--- src/rtl/dsp48a1_mac_seq.sv ---
`default_nettype none
// ============================================================================
//  Module      : dsp48a1_mac_seq
//  Description : Multiply-accumulate sequencer for a single DSP48A1 slice.
//                Accepts a job of len (A,B) pairs and streams them into the
//                slice. It generates the per-sample OPMODE and CE pattern,
//                drains the slice pipeline, and returns the 48-bit sum on a
//                valid/ready result port.
//  Revision    : 1.0 - initial release
// ============================================================================
module dsp48a1_mac_seq #(
    parameter int LEN_W = 8
) (
    input  logic             CLK,
    input  logic             RST,
    // job request
    input  logic             start,
    input  logic [LEN_W-1:0] len,
    input  logic             sub,
    // sample stream
    input  logic             s_valid,
    output logic             s_ready,
    input  logic [17:0]      s_a,
    input  logic [17:0]      s_b,
    // result port
    output logic             res_valid,
    input  logic             res_ready,
    output logic [47:0]      res_data,
    output logic             busy,
    // DSP48A1 slice control
    output logic [17:0]      dsp_a,
    output logic [17:0]      dsp_b,
    output logic             dsp_cea,
    output logic             dsp_ceb,
    output logic             dsp_cem,
    output logic             dsp_cep,
    output logic             dsp_ceopmode,
    output logic [7:0]       dsp_opmode,
    output logic             dsp_rst,
    input  logic [47:0]      dsp_p
);

    localparam logic [1:0] c_IDLE  = 2'd0;
    localparam logic [1:0] c_LOAD  = 2'd1;
    localparam logic [1:0] c_DRAIN = 2'd2;
    localparam logic [1:0] c_DONE  = 2'd3;

    localparam logic [LEN_W-1:0] c_ONE = LEN_W'(1);

    // Z mux selections for the slice post-adder
    localparam logic [1:0] c_Z_ZERO  = 2'b00;
    localparam logic [1:0] c_Z_PCOUT = 2'b10;
    // X mux selection: M register
    localparam logic [1:0] c_X_M     = 2'b01;

    logic [1:0]       r_state;
    logic [LEN_W-1:0] r_remaining;
    logic             r_sub;
    logic             r_first;
    logic             r_v1, r_v2, r_v3;
    logic             r_last1, r_last2, r_last3;
    logic [7:0]       r_opmode;
    logic [47:0]      r_res_data;
    logic             r_res_valid;
    logic             w_hs;

    assign s_ready      = (r_state == c_LOAD) && (r_remaining != '0);
    assign w_hs         = s_valid & s_ready;

    // A1/B1 capture the sample on the accepting edge itself
    assign dsp_a        = s_a;
    assign dsp_b        = s_b;
    assign dsp_cea      = w_hs;
    assign dsp_ceb      = w_hs;

    // M and the slice OPMODE register load one cycle after acceptance, P one cycle later
    assign dsp_cem      = r_v1;
    assign dsp_ceopmode = r_v1;
    assign dsp_cep      = r_v2;
    assign dsp_opmode   = r_opmode;
    assign dsp_rst      = RST;

    assign busy         = (r_state != c_IDLE);
    assign res_valid    = r_res_valid;
    assign res_data     = r_res_data;

    // Tag each accepted sample as it moves through the M and P stages, and stage its OPMODE
    always_ff @(posedge CLK) begin
        if (RST) begin
            r_v1     <= 1'b0;
            r_v2     <= 1'b0;
            r_v3     <= 1'b0;
            r_last1  <= 1'b0;
            r_last2  <= 1'b0;
            r_last3  <= 1'b0;
            r_opmode <= 8'h00;
        end else begin
            r_v1    <= w_hs;
            r_last1 <= w_hs && (r_remaining == c_ONE);
            r_v2    <= r_v1;
            r_v3    <= r_v2;
            r_last2 <= r_last1;
            r_last3 <= r_last2;
            // The first product of a job starts from zero; later ones add onto P
            if (w_hs) begin
                r_opmode <= {r_sub, 3'b000, (r_first ? c_Z_ZERO : c_Z_PCOUT), c_X_M};
            end
        end
    end

    // Job control: accept, stream, drain, then hold the result until taken
    always_ff @(posedge CLK) begin
        if (RST) begin
            r_state     <= c_IDLE;
            r_remaining <= '0;
            r_sub       <= 1'b0;
            r_first     <= 1'b0;
            r_res_data  <= 48'd0;
            r_res_valid <= 1'b0;
        end else begin
            case (r_state)
                c_IDLE: begin
                    if (start) begin
                        r_sub       <= sub;
                        r_res_data  <= 48'd0;
                        r_res_valid <= 1'b0;
                        if (len == '0) begin
                            // Empty job: the slice is never touched
                            r_state <= c_DONE;
                        end else begin
                            r_remaining <= len;
                            r_first     <= 1'b1;
                            r_state     <= c_LOAD;
                        end
                    end
                end
                c_LOAD: begin
                    if (w_hs) begin
                        r_remaining <= r_remaining - c_ONE;
                        r_first     <= 1'b0;
                        if (r_remaining == c_ONE) begin
                            r_state <= c_DRAIN;
                        end
                    end
                end
                c_DRAIN: begin
                    // P holds the complete sum while the last sample's tag is in stage 3
                    if (r_v3 && r_last3) begin
                        r_res_data  <= dsp_p;
                        r_res_valid <= 1'b1;
                        r_state     <= c_DONE;
                    end
                end
                c_DONE: begin
                    // The empty-job path enters with valid low and raises it here
                    if (!r_res_valid) begin
                        r_res_valid <= 1'b1;
                    end else if (res_ready) begin
                        r_res_valid <= 1'b0;
                        r_state     <= c_IDLE;
                    end
                end
                default: begin
                    r_state <= c_IDLE;
                end
            endcase
        end
    end

endmodule
`default_nettype wire

--- config.mk ---
export PLATFORM = sky130hd
export DESIGN_NAME = dsp48a1_mac_seq
export DESIGN_NICKNAME = d
export VERILOG_FILES = /design/src/rtl/dsp48a1_mac_seq.sv
export SDC_FILE = /design/constraint.sdc
export NUM_CORES = 1
export LEC_CHECK = 0
export CAP_MARGIN = 20
export CORE_MARGIN = 3
export CORE_UTILIZATION = 40
export CTS_BUF_LIST = sky130_fd_sc_hd__clkbuf_4 sky130_fd_sc_hd__clkbuf_8 sky130_fd_sc_hd__clkbuf_16
export CTS_CLUSTER_SIZE = 40
export DETAILED_ROUTE_END_ITERATION = 12
export PLACE_DENSITY = 0.86
export SLEW_MARGIN = 20
export SYNTH_ARGS = -nofsm -noshare
export SYNTH_HDL_FRONTEND = slang
export SYNTH_SLANG_ARGS = --single-unit
--- constraint.sdc ---
create_clock -name CLK -period 6.3 [get_ports CLK]
set_clock_uncertainty 0.15 [all_clocks]
set_input_delay 1.575 -clock CLK [delete_from_list [all_inputs] [get_ports CLK]]
set_output_delay 1.575 -clock CLK [all_outputs]
set_load 0.03 [all_outputs]
==> results of run 1 <==
-- path summary, 6_finish.rpt --
| path | start | end | slack (ns) |
|---|---|---|---|
| setup / recovery | s_valid | dsp_ceb | 1.41 |
| hold / removal | r_last1$_SDFF_PP0_ | r_last2$_SDFF_PP0_ | 0.29 |
| setup reg to reg | r_state[0]$_SDFFE_PP0P_ | res_data[44]$_SDFFE_PP0P_ | 3.78 |
| hold reg to reg | r_last1$_SDFF_PP0_ | r_last2$_SDFF_PP0_ | 0.29 |
-- synthesized netlist by cell type, types with 2 or more instances --
library cell / count / share of area (%)
nor3_1: 3 / 0.46
o31a_1: 2 / 0.54
nor2b_1: 5 / 0.96
or4_1: 2 / 0.46
clkbuf_1: 20 / 2.3
a31oi_1: 2 / 0.38
or3_1: 2 / 0.38
nand2_1: 63 / 7.2
o21a_1: 3 / 0.69
o32ai_1: 3 / 0.80
o21ai_0: 2 / 0.31
a211oi_1: 3 / 0.69
buf_4: 44 / 10
o21ai_1: 3 / 0.46
nor2_1: 11 / 1.3
nand3_1: 52 / 8.0
o2bb2ai_1: 2 / 0.54
inv_1: 11 / 1.3
dfxtp_1: 70 / 43
a21oi_1: 66 / 10
ha_1: 9 / 3.4
buf_2: 6 / 0.92
-- stage by stage --
stage | setup slack [ns] | cells | instance area, um^2
2_1_floorplan | 2.377 | 407 | 3281
3_3_place_gp | 1.397 | 561 | 4215
3_5_place_dp | 1.394 | 562 | 4243
4_1_cts | 1.393 | 578 | 4484
5_1_grt | 1.351 | 578 | 4484
6_report | 1.411 | 578 | 4484
-- routing by layer --
layer,vias to the layer above,part of all wire (%)
met1,1384,38
met3,29,8.5
met5,-,0
met2,125,51
li1,1465,-
met4,0,2.3
-- sequential cells by signal (all words and copies together) (netlist names) --
name and count:
res_data 48, r_remaining 8, dsp_opmode 3, r_state 2
dsp_cem 1, dsp_cep 1, r_first 1, r_last1 1
r_last2 1, r_last3 1, r_sub 1, r_v3 1
res_valid 1
-- critical path, delay by kind of cell --
family | cells | cell delay [ns]
buffers and inverters | 3 | 1.40
AO/OA/AOI/OAI | 1 | 0.18
-- power groups by stage --
stage	clock (mW)	sequential, mW	combinational (mW)
CTS	0.443	0.575	1.02
floorplan	0	0.654	0.660
finish	0.431	0.575	1.01
detailed placement	0	0.585	1.01
global placement	0	0.580	0.955
global route	0.459	0.586	1.10
-- cell type report --
type	instances	area, um^2
fill	686	3323
multi-input combinational	255	1424
sequential	70	1401
timing repair buffer	124	1249
clock buffer	10	131.4
tap	102	127.6
clock inverter	6	110.1
inverter	11	41.29
-- cell families after synthesis --
logic type	after synthesis	share of synthesized area, %
buffers and inverters	82	14.71
and+or+nand+nor	144	20.34
other	1	0.1148
AOI/OAI and AO/OA	97	18.47
adders and majority gates	9	3.448
DFF	70	42.91
==> flow_summary.yaml, run 1 <==
logic_synthesis:
  mean_post_synth_cell_area_um2: 8.103
  post_synth_num_cell_types: 41
  ys_ff_latch: 70
  syn-cell-area_mm2: 0.003266
  synth_ff_type: "dfxtp_1"
  async_set_or_reset_register_ratio_after_synthesis_pct: 0
  ys_warnings: 0
  synth_enable_flop_cells: 0
  part_of_the_yosys_area_used_for_sequential_elements_pct: 42.91
  syn_inst: 403
timing:
  slew_headroom_pct: 25.71
  rsz_0062_raised_after_global_routing: "false"
  timing.final.hold_violations: 0
  finalCritPeriodShare_pct: 77.61
  final_period_minus_worst_setup_slack_ns: 4.889
  fmax_ghz: 0.2045
  finalSetupViolCount: 0
  timing.setup.tns_ns: 0
  worst-slew-pin-transition_ns: 1.114
  worst_hold_slack_ns: 0.2940
  final-max-slew-violation-count: 0
clocking:
  post-cts-setup-buffer-count: 0
  clock_tree.htree_level_count: 3
  ctsHoldBuffers: 0
  clock_tree_sinks: 70
  clkTransAtPathRegs_ns: 0.07
  worst_skew_pair.late_latency_ns: 0.33
  max-clock-path-buffers: 2
  tritoncts_clock_tree: "yes"
  cts-root-buf: "clkbuf_8"
  cts_made_buffers: 9
  post_cts_resized: 0
power_and_ir_drop:
  design_power_total_mw: 2.020
  switching_share_pct: 42.81
  total_leakage_power_nw: 1.570
  power_per_cell_area_mw_per_mm2: 450.4
  power.combinational.fraction_pct: 50.2
  switching_power_mw: 0.8647
  power.clock.fraction_pct: 21.4
  power_frac_seq_pct: 28.4
  worst_ir_drop_vdd_uv: 316.3
  internal_power_mw: 1.155
route:
  totalWireLength_um: 8526
  drt.antenna.violating_nets: 0
  avgViaCountPerCell: 5.196
  wl_per_cell_um: 14.75
  via_count: 3003
  detail_route.drc_violations: 0
  drt_first_pass_iters: 4
  detailedRoute.firstIterationViolations: 102
die:
  fp.dieH_um: 96.36
  area_enclosed_by_the_die_boundary_mm2: 0.009284
  rows: 32
  horizontal_die_dimension_um: 96.36
  start_util_pct: 41.83
  core_region_area_mm2: 0.007807
  i_o_pin_total: 199
run_status:
  outcome: "completed"
setup_path:
  cp_slowest_stage_delay_ns: 0.69
  worst_path_most_repeated_cell: "clkdlybuf4s50_1"
  worst-setup-path-type: "input port to primary output"
  critical_path_peak_fanout: 5
  cp-end-kind: "primary output"
  worst_path_max_delay_cell: "clkdlybuf4s50_1"
  data_required_time_at_the_worst_endpoint_ns: 4.58
  reg2reg_depth: 7
  critical_path.startpoint_type: "input port"
  worstPathCellList: "clkdlybuf4s50_1, o311ai_2, inv_1, clkdlybuf4s50_1"
  data_arrival_time_of_the_critical_path_ns: 3.16
global_routing:
  global_route_wire_length_before_repair_um: 12280
  use_met2_pct: 29.50
  grt_antenna_before_repair: 0
  grt_start_max_net_pins: 70
  grt_overflow_total: 0
  global_route.usage.total_pct: 16.92
  grt_pass1_vias: 2704
  grt.busiest_layer: "met2"
  use_met3_pct: 4.222
  global_route.usage.met1_pct: 19.09
place:
  routability_driven_placement_congestion_ratio: 0.9470
  port-buffer-count: 121
  detailedPlacementHpwl_um: 6070
min_path:
  min-delay-path-class: "flip-flop to flip-flop"
  holdPathStages: 1
cells_and_area:
  leading_cell_type_in_the_layout_fill_and_taps_excluded: "clkdlybuf4s50_1"
  area_delta_synth_final_pct: 37.32
  fin_nets: 578
  top_library_cells_by_usage_in_the_layout_fill_and_taps_aside: "120 x clkdlybuf4s50_1, 70 x dfxtp_1, 65 x a21oi_1, 63 x nand2_1, 52 x nand3_1"
  utilization_pct: 57.44
  count_of_inserted_antenna_diode_cells: 0
  final_layout_size_suffix_gt1_share_pct: 6.513
flow_run:
  max_cap_viol_count: 0
Note: power is estimated with default switching activity, not from simulation.
==> run 2: changes to the inputs <==
--- a/config.mk
+++ b/config.mk
@@ -7,11 +7,11 @@
 export LEC_CHECK = 0
 export CAP_MARGIN = 20
 export CORE_MARGIN = 3
-export CORE_UTILIZATION = 40
+export CORE_UTILIZATION = 37
 export CTS_BUF_LIST = sky130_fd_sc_hd__clkbuf_4 sky130_fd_sc_hd__clkbuf_8 sky130_fd_sc_hd__clkbuf_16
 export CTS_CLUSTER_SIZE = 40
 export DETAILED_ROUTE_END_ITERATION = 12
-export PLACE_DENSITY = 0.86
+export PLACE_DENSITY = 0.8
 export SLEW_MARGIN = 20
 export SYNTH_ARGS = -nofsm -noshare
 export SYNTH_HDL_FRONTEND = slang
==> constraint.sdc (replaced) <==
create_clock -name CLK -period 4.87 [get_ports CLK]
set_clock_uncertainty 0.15 [all_clocks]
set_input_delay 1.2175 -clock CLK [delete_from_list [all_inputs] [get_ports CLK]]
set_output_delay 1.2175 -clock CLK [all_outputs]
set_load 0.03 [all_outputs]
==> flow_summary.yaml, run 2 (same netlist as run 1, synthesis figures left out) <==
route:
  via_count: 2986
  detail_route.drc_violations: 0
  wl_per_cell_um: 15.06
  detailedRoute.firstIterationViolations: 94
  drt.antenna.violating_nets: 0
  avgViaCountPerCell: 5.148
  drt_first_pass_iters: 4
  totalWireLength_um: 8735
die:
  core_region_area_mm2: 0.008382
  i_o_pin_total: 199
  rows: 33
  start_util_pct: 38.96
  fp.dieH_um: 99.95
  area_enclosed_by_the_die_boundary_mm2: 0.009989
  horizontal_die_dimension_um: 99.95
setup_path:
  worstSetupStartpoint: "s_valid"
  cp_top_family: "buffers and inverters"
  r2r_start: "r_state[0]$_SDFFE_PP0P_"
  worst-path-buf-inv: 3
  cp-end-kind: "primary output"
  worstPathCellList: "clkdlybuf4s50_1, o311ai_2, inv_1, clkdlybuf4s50_1"
  worst-setup-path-type: "input port to primary output"
  worst_path_most_repeated_cell: "clkdlybuf4s50_1"
  critical_path_peak_fanout: 5
  data_required_time_at_the_worst_endpoint_ns: 3.50
  reg2reg_setup_slack_ns: 2.01
  data_arrival_time_of_the_critical_path_ns: 2.85
  cp_slowest_stage_delay_ns: 0.70
  reg2reg_depth: 8
  critical_path.startpoint_type: "input port"
  worst_r2r_endpoint: "res_data[23]$_SDFFE_PP0P_"
  worst_path_max_delay_cell: "clkdlybuf4s50_1"
place:
  detailedPlacementHpwl_um: 6283
  preCtsSetupSlack_ns: 0.6576
  port-buffer-count: 121
  routability_driven_placement_congestion_ratio: 0.9189
power_and_ir_drop:
  power.combinational.fraction_pct: 51.1
  total_leakage_power_nw: 1.561
  internal_power_mw: 1.454
  worst_ir_drop_vdd_uv: 356.1
  power_per_cell_area_mw_per_mm2: 576.9
  power.clock.fraction_pct: 20.0
  switching_share_pct: 43.70
  power_frac_seq_pct: 28.9
  switching_power_mw: 1.129
cells_and_area:
  final.fill_count: 795
  largest_register_ffs: 48
  count_of_inserted_antenna_diode_cells: 0
  area_delta_synth_final_pct: 37.13
  leading_cell_type_in_the_layout_fill_and_taps_excluded: "clkdlybuf4s50_1"
  top_library_cells_by_usage_in_the_layout_fill_and_taps_aside: "120 x clkdlybuf4s50_1, 70 x dfxtp_1, 65 x a21oi_1, 63 x nand2_1, 52 x nand3_1"
  final_layout_size_suffix_gt1_share_pct: 6.316
  utilization_pct: 53.43
  fin_nets: 578
clocking:
  cts_made_buffers: 9
  clock_tree.htree_level_count: 3
  worst_skew_pair.late_latency_ns: 0.34
  tritoncts_clock_tree: "yes"
  ctsHoldBuffers: 0
  cts-root-buf: "clkbuf_8"
  clock_tree_sinks: 70
  post-cts-setup-buffer-count: 0
  post_cts_resized: 0
  clkTransAtPathRegs_ns: 0.07
  max-clock-path-buffers: 2
timing:
  postLayoutSetupSlackWorst_ns: 0.6545
  finalSetupViolCount: 0
  worst_hold_slack_ns: 0.3007
  fmax_ghz: 0.2372
  timing.setup.tns_ns: 0
  final-max-slew-violation-count: 0
  worst-slew-pin-transition_ns: 0.7578
  rsz_0062_raised_after_global_routing: "false"
  timing.final.hold_violations: 0
  final_period_minus_worst_setup_slack_ns: 4.215
  finalCritPeriodShare_pct: 86.56
  slew_headroom_pct: 49.29
flow_run:
  max_cap_viol_count: 0
global_routing:
  grt_overflow_total: 0
  global_route.usage.total_pct: 17.02
  grt_start_max_net_pins: 70
  global_route_wire_length_before_repair_um: 13790
  grt_pass1_vias: 2740
  grt_antenna_before_repair: 0
run_status:
  outcome: "completed"
min_path:
  hold_start: "r_last2$_SDFF_PP0_"
  holdPathStages: 1
  min-delay-path-class: "flip-flop to flip-flop"
  min_to: "r_last3$_SDFF_PP0_"
## run 2: worst max path at each step
stage	endpoint	cells past startpoint
2_1_floorplan	dsp_ceb	3
3_3_place_gp	dsp_ceb	4
3_5_place_dp	dsp_ceb	4
4_1_cts	dsp_ceb	4
5_1_grt	dsp_cea	4
6_report	dsp_ceb	4
## run 2: power groups by stage
| stage | combinational (mW) | sequential [mW] | clock, mW |
|---|---|---|---|
| after floorplan | 0.854 | 0.846 | 0 |
| after global placement | 1.24 | 0.752 | 0 |
| after detailed placement | 1.32 | 0.758 | 0 |
| after CTS | 1.32 | 0.745 | 0.534 |
| after global routing | 1.46 | 0.762 | 0.560 |
| final | 1.32 | 0.747 | 0.517 |
## run 2: layout make-up
cell class / count / area, um^2 / share of cell area [%]
clock buffer: 10 / 137.6 / 3.073
clock inverter: 5 / 83.83 / 1.872
inverter: 11 / 41.29 / 0.9220
multi-input combinational: 255 / 1434 / 32.02
timing repair buffer: 124 / 1249 / 27.88
tap: 105 / 131.4 / 2.934
sequential: 70 / 1401 / 31.29
## run 2: per-layer routing
layer,vias to the layer above,routed length (um),part of all wire [%],track usage (%)
li1,1466,-,-,-
met1,1367,3616,41,21.56
met2,131,4256,49,27.91
met3,22,734,8.4,3.544
met4,0,127,1.5,7.563
met5,-,0,0,0
## run 2: through the flow
step / std cells / power [mW] / area [um^2]
2_1_floorplan: 407 / 1.700 / 3281
3_3_place_gp: 564 / 1.992 / 4219
3_5_place_dp: 565 / 2.076 / 4247
4_1_cts: 580 / 2.601 / 4468
5_1_grt: 580 / 2.780 / 4478
6_report: 580 / 2.583 / 4478
